[config.mk]
export PLATFORM = sky130hd
export DESIGN_NAME = sync_event_capture
export DESIGN_NICKNAME = d
export VERILOG_FILES = /design/src/rtl/sync_event_pkg.sv /design/src/rtl/sync_event_capture_level_filter.sv /design/src/rtl/sync_event_capture.sv
export SDC_FILE = /design/constraint.sdc
export NUM_CORES = 1
export LEC_CHECK = 0
export BUFFER_PORTS_ARGS = -buffer_cell sky130_fd_sc_hd__buf_2
export CAP_MARGIN = 10
export CORE_ASPECT_RATIO = 0.75
export CORE_MARGIN = 1
export CORE_UTILIZATION = 58
export CTS_BUF_LIST = sky130_fd_sc_hd__clkbuf_8
export CTS_CLUSTER_DIAMETER = 120
export DETAILED_ROUTE_END_ITERATION = 10
export PLACE_DENSITY_LB_ADDON = 0.2
export SLEW_MARGIN = 15
export SYNTH_ARGS = -nofsm -noshare
export SYNTH_HDL_FRONTEND = slang
export SYNTH_SLANG_ARGS = --single-unit
[constraint.sdc]
create_clock -name clk_fast -period 2.2 [get_ports clk_fast]
set_clock_uncertainty 0.05 [all_clocks]
set_input_delay 0.11 -clock clk_fast [delete_from_list [all_inputs] [get_ports clk_fast]]
set_output_delay 0.11 -clock clk_fast [all_outputs]
set_load 0.005 [all_outputs]
[src/rtl/sync_event_pkg.sv]
// ============================================================================
//  Module      : sync_event_pkg
//  Description : Shared types and default constants for the synchronized
//                event capture block (level filter, accumulator and
//                snapshot handshake).
//  Revision    : 1.0 - initial release
// ============================================================================
`default_nettype none

package sync_event_pkg;

    // Default accumulator / snapshot width.
    localparam int SYNC_EVT_CNT_W    = 8;

    // Default number of consecutive differing samples needed to flip the
    // filtered level.
    localparam int SYNC_EVT_FILT_LEN = 2;

    // Output snapshot FSM.
    //   ST_IDLE : no snapshot presented, waiting for pending events
    //   ST_HOLD : snapshot presented on evt_valid, waiting for evt_ready
    typedef enum logic [0:0] {
        ST_IDLE = 1'b0,
        ST_HOLD = 1'b1
    } evt_state_e;

endpackage : sync_event_pkg

`default_nettype wire

[src/rtl/sync_event_capture_level_filter.sv]
// ============================================================================
//  Module      : level_filter
//  Description : Glitch filter and rising-edge detector for a single-bit
//                level that is already synchronous to clk_fast.
//                The filtered level only changes after FILT_LEN consecutive
//                samples that differ from it; a registered one-cycle pulse
//                marks each accepted 0->1 transition.
//  Revision    : 1.0 - initial release
//
//  Parameters
//    FILT_LEN   : consecutive differing samples needed to flip the level
//                 (>= 1; 1 disables filtering)
//
//  Ports
//    clk_fast   in   1  clock, rising edge
//    rst_n      in   1  asynchronous active-low reset
//    data_in    in   1  synchronized level
//    level_out  out  1  filtered level, reset 0
//    rise_pulse out  1  one-cycle pulse on the edge level_out goes 0->1
// ============================================================================
`default_nettype none

module level_filter
    import sync_event_pkg::*;
#(
    parameter int FILT_LEN = SYNC_EVT_FILT_LEN
) (
    input  logic clk_fast,
    input  logic rst_n,
    input  logic data_in,
    output logic level_out,
    output logic rise_pulse
);

    localparam int              c_cnt_w = $clog2(FILT_LEN + 1);
    // Count value at which the next differing sample is the FILT_LEN-th.
    localparam logic [c_cnt_w-1:0] c_last = c_cnt_w'(FILT_LEN - 1);

    logic [c_cnt_w-1:0] cnt_q;
    logic [c_cnt_w-1:0] cnt_d;
    logic               level_q;
    logic               level_d;
    logic               rise_q;
    logic               rise_d;

    // The run counter only advances while the input disagrees with the
    // filtered level; any agreeing sample restarts the run, so a glitch
    // shorter than FILT_LEN never reaches the output.
    always_comb begin
        cnt_d   = '0;
        level_d = level_q;
        rise_d  = 1'b0;
        if (data_in != level_q) begin
            if (cnt_q == c_last) begin
                level_d = ~level_q;
                // Pulse only on the 0->1 flip; falls are silent.
                rise_d  = ~level_q;
            end else begin
                cnt_d = cnt_q + c_cnt_w'(1);
            end
        end
    end

    always_ff @(posedge clk_fast or negedge rst_n) begin
        if (!rst_n) begin
            cnt_q   <= '0;
            level_q <= 1'b0;
            rise_q  <= 1'b0;
        end else begin
            cnt_q   <= cnt_d;
            level_q <= level_d;
            rise_q  <= rise_d;
        end
    end

    assign level_out  = level_q;
    assign rise_pulse = rise_q;

endmodule : level_filter

`default_nettype wire

[src/rtl/sync_event_capture.sv]
// ============================================================================
//  Module      : sync_event_capture
//  Description : Fast-domain consumer of a synchronized single-bit level.
//                Filters the level, turns accepted rising edges into event
//                pulses, accumulates them in a saturating counter with a
//                sticky overflow flag, and hands count snapshots to a reader
//                over a valid/ready handshake without losing events at the
//                hand-off.
//  Revision    : 1.0 - initial release
//
//  Parameters
//    CNT_W      : accumulator / snapshot width (>= 2)
//    FILT_LEN   : glitch filter length in cycles (>= 1)
//
//  Ports
//    clk_fast   in   1      clock, rising edge
//    rst_n      in   1      asynchronous active-low reset
//    data_in    in   1      synchronized level
//    level_out  out  1      filtered level
//    evt_pulse  out  1      one-cycle pulse per accepted rising edge
//    evt_valid  out  1      snapshot available
//    evt_ready  in   1      reader accepts snapshot
//    evt_count  out  CNT_W  events in snapshot
//    evt_ovf    out  1      snapshot saturated, events were lost
// ============================================================================
`default_nettype none

module sync_event_capture
    import sync_event_pkg::*;
#(
    parameter int CNT_W    = SYNC_EVT_CNT_W,
    parameter int FILT_LEN = SYNC_EVT_FILT_LEN
) (
    input  logic             clk_fast,
    input  logic             rst_n,
    input  logic             data_in,
    output logic             level_out,
    output logic             evt_pulse,
    output logic             evt_valid,
    input  logic             evt_ready,
    output logic [CNT_W-1:0] evt_count,
    output logic             evt_ovf
);

    // ------------------------------------------------------------------
    // Filter and edge detector
    // ------------------------------------------------------------------
    logic rise_pulse;

    level_filter #(
        .FILT_LEN   (FILT_LEN)
    ) u_level_filter (
        .clk_fast   (clk_fast),
        .rst_n      (rst_n),
        .data_in    (data_in),
        .level_out  (level_out),
        .rise_pulse (rise_pulse)
    );

    assign evt_pulse = rise_pulse;

    // ------------------------------------------------------------------
    // Accumulator
    // ------------------------------------------------------------------
    logic [CNT_W-1:0] acc_q;
    logic [CNT_W-1:0] acc_d;
    logic             acc_ovf_q;
    logic             acc_ovf_d;

    evt_state_e       state_q;
    logic             evt_valid_q;
    logic [CNT_W-1:0] evt_count_q;
    logic             evt_ovf_q;

    // A snapshot is taken from IDLE whenever anything is pending. The
    // overflow term is kept for clarity; a set overflow implies a full acc.
    logic snap_load;
    assign snap_load = (state_q == ST_IDLE) && ((acc_q != '0) || acc_ovf_q);

    always_comb begin
        acc_d     = acc_q;
        acc_ovf_d = acc_ovf_q;
        if (snap_load) begin
            // The snapshot takes the old acc; a pulse arriving on the same
            // edge starts the next batch so nothing is dropped.
            acc_d     = {{(CNT_W-1){1'b0}}, evt_pulse};
            acc_ovf_d = 1'b0;
        end else if (evt_pulse) begin
            if (&acc_q) begin
                acc_ovf_d = 1'b1;
            end else begin
                acc_d = acc_q + CNT_W'(1);
            end
        end
    end

    always_ff @(posedge clk_fast or negedge rst_n) begin
        if (!rst_n) begin
            acc_q     <= '0;
            acc_ovf_q <= 1'b0;
        end else begin
            acc_q     <= acc_d;
            acc_ovf_q <= acc_ovf_d;
        end
    end

    // ------------------------------------------------------------------
    // Output snapshot FSM with registered outputs
    // ------------------------------------------------------------------
    always_ff @(posedge clk_fast or negedge rst_n) begin
        if (!rst_n) begin
            state_q     <= ST_IDLE;
            evt_valid_q <= 1'b0;
            evt_count_q <= '0;
            evt_ovf_q   <= 1'b0;
        end else begin
            case (state_q)
                ST_IDLE: begin
                    // evt_ready is deliberately not looked at here.
                    if (snap_load) begin
                        evt_count_q <= acc_q;
                        evt_ovf_q   <= acc_ovf_q;
                        evt_valid_q <= 1'b1;
                        state_q     <= ST_HOLD;
                    end
                end
                ST_HOLD: begin
                    // Snapshot registers stay frozen; returning through IDLE
                    // guarantees at least one low cycle of evt_valid.
                    if (evt_valid_q && evt_ready) begin
                        evt_valid_q <= 1'b0;
                        state_q     <= ST_IDLE;
                    end
                end
                default: begin
                    evt_valid_q <= 1'b0;
                    state_q     <= ST_IDLE;
                end
            endcase
        end
    end

    assign evt_valid = evt_valid_q;
    assign evt_count = evt_count_q;
    assign evt_ovf   = evt_ovf_q;

endmodule : sync_event_capture

`default_nettype wire

* Word-level counts from Yosys, hierarchy flattened *
Cells that the tools add are included.

storage, ports and cells
  register bits after elaboration = 24
  input bits = 4
  output and inout port bits = 12
  logic and storage cells = 46

operators by class
  $add $sub $neg = 2
  equality and inequality tests = 5
  mux-type cells = 16
  bitwise operators = 2
  reduce and logical (&&, ||, !) cells = 12

operator list
  cell                 number
  $mux 8               3
  $reduce_and 2->1     5
  $mux 1               9
  $add 8x1->8 const B  1
  $reduce_and 8->1     1
  $reduce_bool 8->1    1
  $mux 2               2
  $ne 2x2->1 const B   2
  $pmux 1 s2           2
  $reduce_bool 2->1    2
  $add 2x1->2 const B  1
  $eq 2x1->1 const B   1
  $logic_and 1x1->1    2
  $ne 2x1->1 const B   1
  $not 1->1            2
  $logic_or 1x1->1     1
  $ne 1x1->1           1

* Longest topological paths before layout *
  word-level depth = 5
  mapped depth = 7
  mapped depth without buffers = 6

* Modules after synthesis *
A second synthesis with hierarchy kept.

unflattened totals
  cells, all modules = 90
  area total of the unflattened synthesis = 1119.8 µm²

modules (own cells, without submodules)
  module              instances  cells an instance  area each (µm²)  seq. area each (µm²)
  sync_event_capture  1          80                 960.9            500.5
  level_filter        1          10                 158.9            100.1

* Worst setup path after synthesis *
Ideal clock, no wire load.

  kind = reg2reg
  start point = register acc_q[0]
  end point = register evt_count_q[0], in the netlist evt_count[0]
  library setup time = 0.125 ns
  arrival = 1.429 ns
  required time = 2.025 ns
  setup slack = 0.595 ns
  stages on the path, launching flop included = 7
  buffers on the path = 1
  clock period less this slack = 1.605 ns
  path through = dfrtp_1 > inv_1 > ha_1 > nor4b_2 > a21oi_1 > buf_6 > mux2_4

between the ends
  word-level cells in the longest chain between the ends = 4

ends and longest elaborated chain
  item                               line                       source
  start, declared                    sync_event_capture.sv:65   logic [CNT_W-1:0] acc_q;
  start signal, assigned             sync_event_capture.sv:99   acc_q <= '0;
  start signal, assigned             sync_event_capture.sv:102  acc_q <= acc_d;
  $reduce_bool 8->1                  sync_event_capture.sv:78   assign snap_load = (state_q == ST_IDLE) && ((acc_q != '0) || acc_ovf_q);
  $logic_or 1x1->1                   sync_event_capture.sv:78
  $logic_and 1x1->1                  sync_event_capture.sv:78
  $reduce_and 2->1 (no source line)  -
  end signal, assigned               sync_event_capture.sv:121  evt_count_q <= acc_q;
  end, declared                      sync_event_capture.sv:72   logic [CNT_W-1:0] evt_count_q;

Several ways; a longest one is shown, not always the timed one.
A chain may end at the register's enable or synchronous reset.

* Worst setup path in the final report *
  start point = register acc_q[0]
  end point = register evt_count_q[1], in the netlist evt_count[1]

between the ends
  word-level cells in the longest chain between the ends = 4

ends and longest elaborated chain
  item                               line
  $reduce_bool 8->1                  sync_event_capture.sv:78
  $logic_or 1x1->1                   sync_event_capture.sv:78
  $logic_and 1x1->1                  sync_event_capture.sv:78
  $reduce_and 2->1 (no source line)  -

No other way between the ends.

==> summary.txt <==
Power
  – Power Total: about 1.2 mW
  – Pint: 824 µW
  – Peak supply drop: 0.732 mV
  – Combinational group share of total power: 23.0%
  – Register share of total power: a little over half
  – Leakage power: 0.629 nW
  – Pwr/cell area: 908 nW/µm²
  – Clk pwr share: about a quarter
  – Switch share: 29.3%
  – Psw: 341 µW

Floorplan
  – IO Pins: 16
  – Die height: 40.1 µm
  – Die W: 52.9 µm
  – Die area: ~2100 µm²
  – Starting density of the core: about 63%
  – CORE AREA: 1770 µm²
  – Rows: 13

Final layout
  – ANT cells: 0
  – Most common cell after layout, fill and taps aside: dfrtp_1
  – P&R area growth vs syn: 14.1%
  – Final #Nets: 118
  – Most frequent cells in the layout: dfrtp_1 (24), buf_2 (15), nor2_1 (9), mux2_4 (9), nand3_1 (5)
  – Share of cells above drive strength 1: between 30% and 40%
  – Core Util, Final: 72.4%
  – Fillers: ~130

Worst setup path
  – CP Capture Type: flop
  – R2r endpoint: evt_count[1]$_DFFE_PN0P_
  – Max FO, Critical Path: 12
  – Critical path start-end classification: reg -> reg
  – Worst R2R Start: acc_q[0]$_DFFE_PN0P_
  – Worst Path Arrival: 1.80 ns
  – Critical path data required time: 2.30 ns
  – R2r worst-path depth: 6
  – R2R setup slack: 0.50 ns
  – CP Launch Type: flop
  – Worst Setup SP: acc_q[0]$_DFFE_PN0P_

Global route
  – First-pass GRT wire length: approximately 2.8 mm
  – GRT Total Usage: between 20% and 30%
  – Vias in the first global route: 617
  – GRT Residual Overflow: 0
  – Largest net degree at the start of global routing: 25
  – Initial antenna violation count: 0

Hold path
  – Hold Path Class: in -> reg
  – Worst Hold Depth: 2
  – Hold EP: u_level_filter.level_out$_DFFE_PN0P_
  – Hold wc startpoint: data_in

Clock tree
  – Root Buffer: clkbuf_8
  – Clock-pin slew on the worst setup and hold paths: 0.07 ns
  – Clock sinks: 24
  – Post-CTS sizing: 0
  – H-tree depth: 1
  – Cts bufs inserted: 3
  – Clock Tree Buf Depth: 2
  – CTS tree: built
  – Clock Latency Late Sink: 0.26 ns

Logic synthesis
  – Register bit total from synthesis: 24
  – Synth area leader: dfrtp_1
  – Syn_area_per_cell: 12.1 µm²
  – Mapped cell area: 1120 µm²
  – Share of flip-flops with an asynchronous set or reset: 100%
  – Syn nets: 99
  – Post-Syn Instances: 93
  – Share of the synthesized area in the top cell type: roughly 53%
  – Post-synthesis sequential area ratio: a little over half
  – Ranking of synthesized cells by area: dfrtp_1 (53%), mux2_4 (12%), nor2_1 (3.0%), ha_1 (2.2%), nand3_1 (2.2%)
  – Count of cell types in the netlist: 31
  – Main synth FF type: dfrtp_1
  – Yosys warning total: 0
  – Post-synth EDFFs: 0

Timing
  – Final Hold Fails: 0
  – Relative slew slack: roughly 65%
  – # setup viols final: 0
  – Min cycle time layout: about 1.7 ns
  – Fmax: 587 MHz
  – Setup TNS: 0 ns
  – Final Max Slew Viols: 0
  – Worst Max-Slew Pin Slew: around 0.52 ns
  – Unrepaired setup endpoints after global routing: no
  – Final Cycle Share: 77.5%

Route
  – WL final: 1.79 mm
  – 1st-iter DRT viols: 9
  – Met2 wire length: 767 µm
  – Drt drc: 0
  – Met3 WL: 86 µm
  – WL met1: 927 µm
  – Highest routed layer: met4
  – Total number of vias: 750
  – Vias/cell: 5.64
  – Final ANT Viol Nets: 0
  – Drt pass-1 iters: 4
  – WL per Instance: 13.5 µm

Run
  – Maxcap violations: 0

Place
  – Placer Congestion: 0.808
  – PortBufs: 15
  – Post-DP HPWL: 1.27 mm

Run status
  – Status: complete, no violations
[sequential cells by signal, indices dropped and copies added, names as in the netlist]
register and flops:
acc_q 8, evt_count 8, u_level_filter.cnt_q 2, acc_ovf_q 1, evt_ovf 1, evt_valid 1, state_q 1, u_level_filter.level_out 1
u_level_filter.rise_pulse 1
[Yosys cell counts (2+ instances only)]
cell and number:
buf_2 3, ha_1 2, nand3_1 5, inv_1 3
dfrtp_1 24, a21oi_1 4, nor3_1 2, o21ai_0 3
buf_6 2, mux2_4 9, xnor2_1 2, a31oi_1 3
nor2_1 9, or3_1 2, nand2_1 4
[what timing repair did]
item,in CTS,in global routing
hold buffers,2,0
endpoints found under the hold margin,26,0
setup endpoints to repair,0,0
buffers inserted,0,0
[metrics by stage]
stage          setup WS, ns  cells  area [µm²]  hold slack (ns)
2_1_floorplan         0.595     93        1120           -0.236
3_3_place_gp          0.559    127        1210           0.0578
3_5_place_dp          0.477    127        1210           0.0655
4_1_cts               0.474    133        1280           0.0616
5_1_grt               0.398    133        1280           0.0643
6_report              0.495    133        1280           0.0666
[worst max path at each step]
stage,end
2_1_floorplan,evt_count[0]$_DFFE_PN0P_
3_5_place_dp,evt_count[2]$_DFFE_PN0P_
6_report,evt_count[1]$_DFFE_PN0P_
4_1_cts,evt_count[1]$_DFFE_PN0P_
3_3_place_gp,evt_count[1]$_DFFE_PN0P_
5_1_grt,evt_count[1]$_DFFE_PN0P_
[per-layer routing]
| metal | up-vias | global-route usage, % |
|---|---|---|
| met5 | - | 0 |
| met4 | 0 | 5.92 |
| met3 | 2 | 7.95 |
| met2 | 16 | 32.6 |
| met1 | 365 | 25.1 |
| li1 | 367 | - |
[power groups by stage]
stage	combinational, mW	sequential, mW	clock, mW
after floorplan	0.201	0.583	0
after global placement	0.255	0.608	0
after detailed placement	0.270	0.615	0
after CTS	0.273	0.607	0.296
after global routing	0.301	0.620	0.315
final	0.268	0.609	0.288
[kinds of logic after synthesis]
family | count (synthesis) | share of synthesized area (%)
muxes | 11 | 13.9
and+or+nand+nor | 32 | 16.1
AOI/OAI and AO/OA | 14 | 8.45
DFF | 24 | 53.4
buffers and inverters | 8 | 4.34
adders and majority gates | 2 | 2.22
xor gates and xnor gates | 2 | 1.56
[worst max-delay path, cell delays in order, from the launching register on]
cell	delay, ns
dfrtp_1	0.43
inv_1	0.06
ha_1	0.20
nor4b_2	0.17
a21oi_2	0.14
buf_4	0.22
mux2_4	0.31
[cell type report]
| cell class | instances | area [µm²] | area share [%] |
|---|---|---|---|
| inverter | 3 | 11.3 | 0.877 |
| timing repair buffer | 19 | 110 | 8.58 |
| tap | 22 | 27.5 | 2.14 |
| sequential | 24 | 601 | 46.8 |
| clock buffer | 4 | 55.1 | 4.29 |
| multi-input combinational | 61 | 479 | 37.3 |
Note: power is estimated with default switching activity, not from simulation.
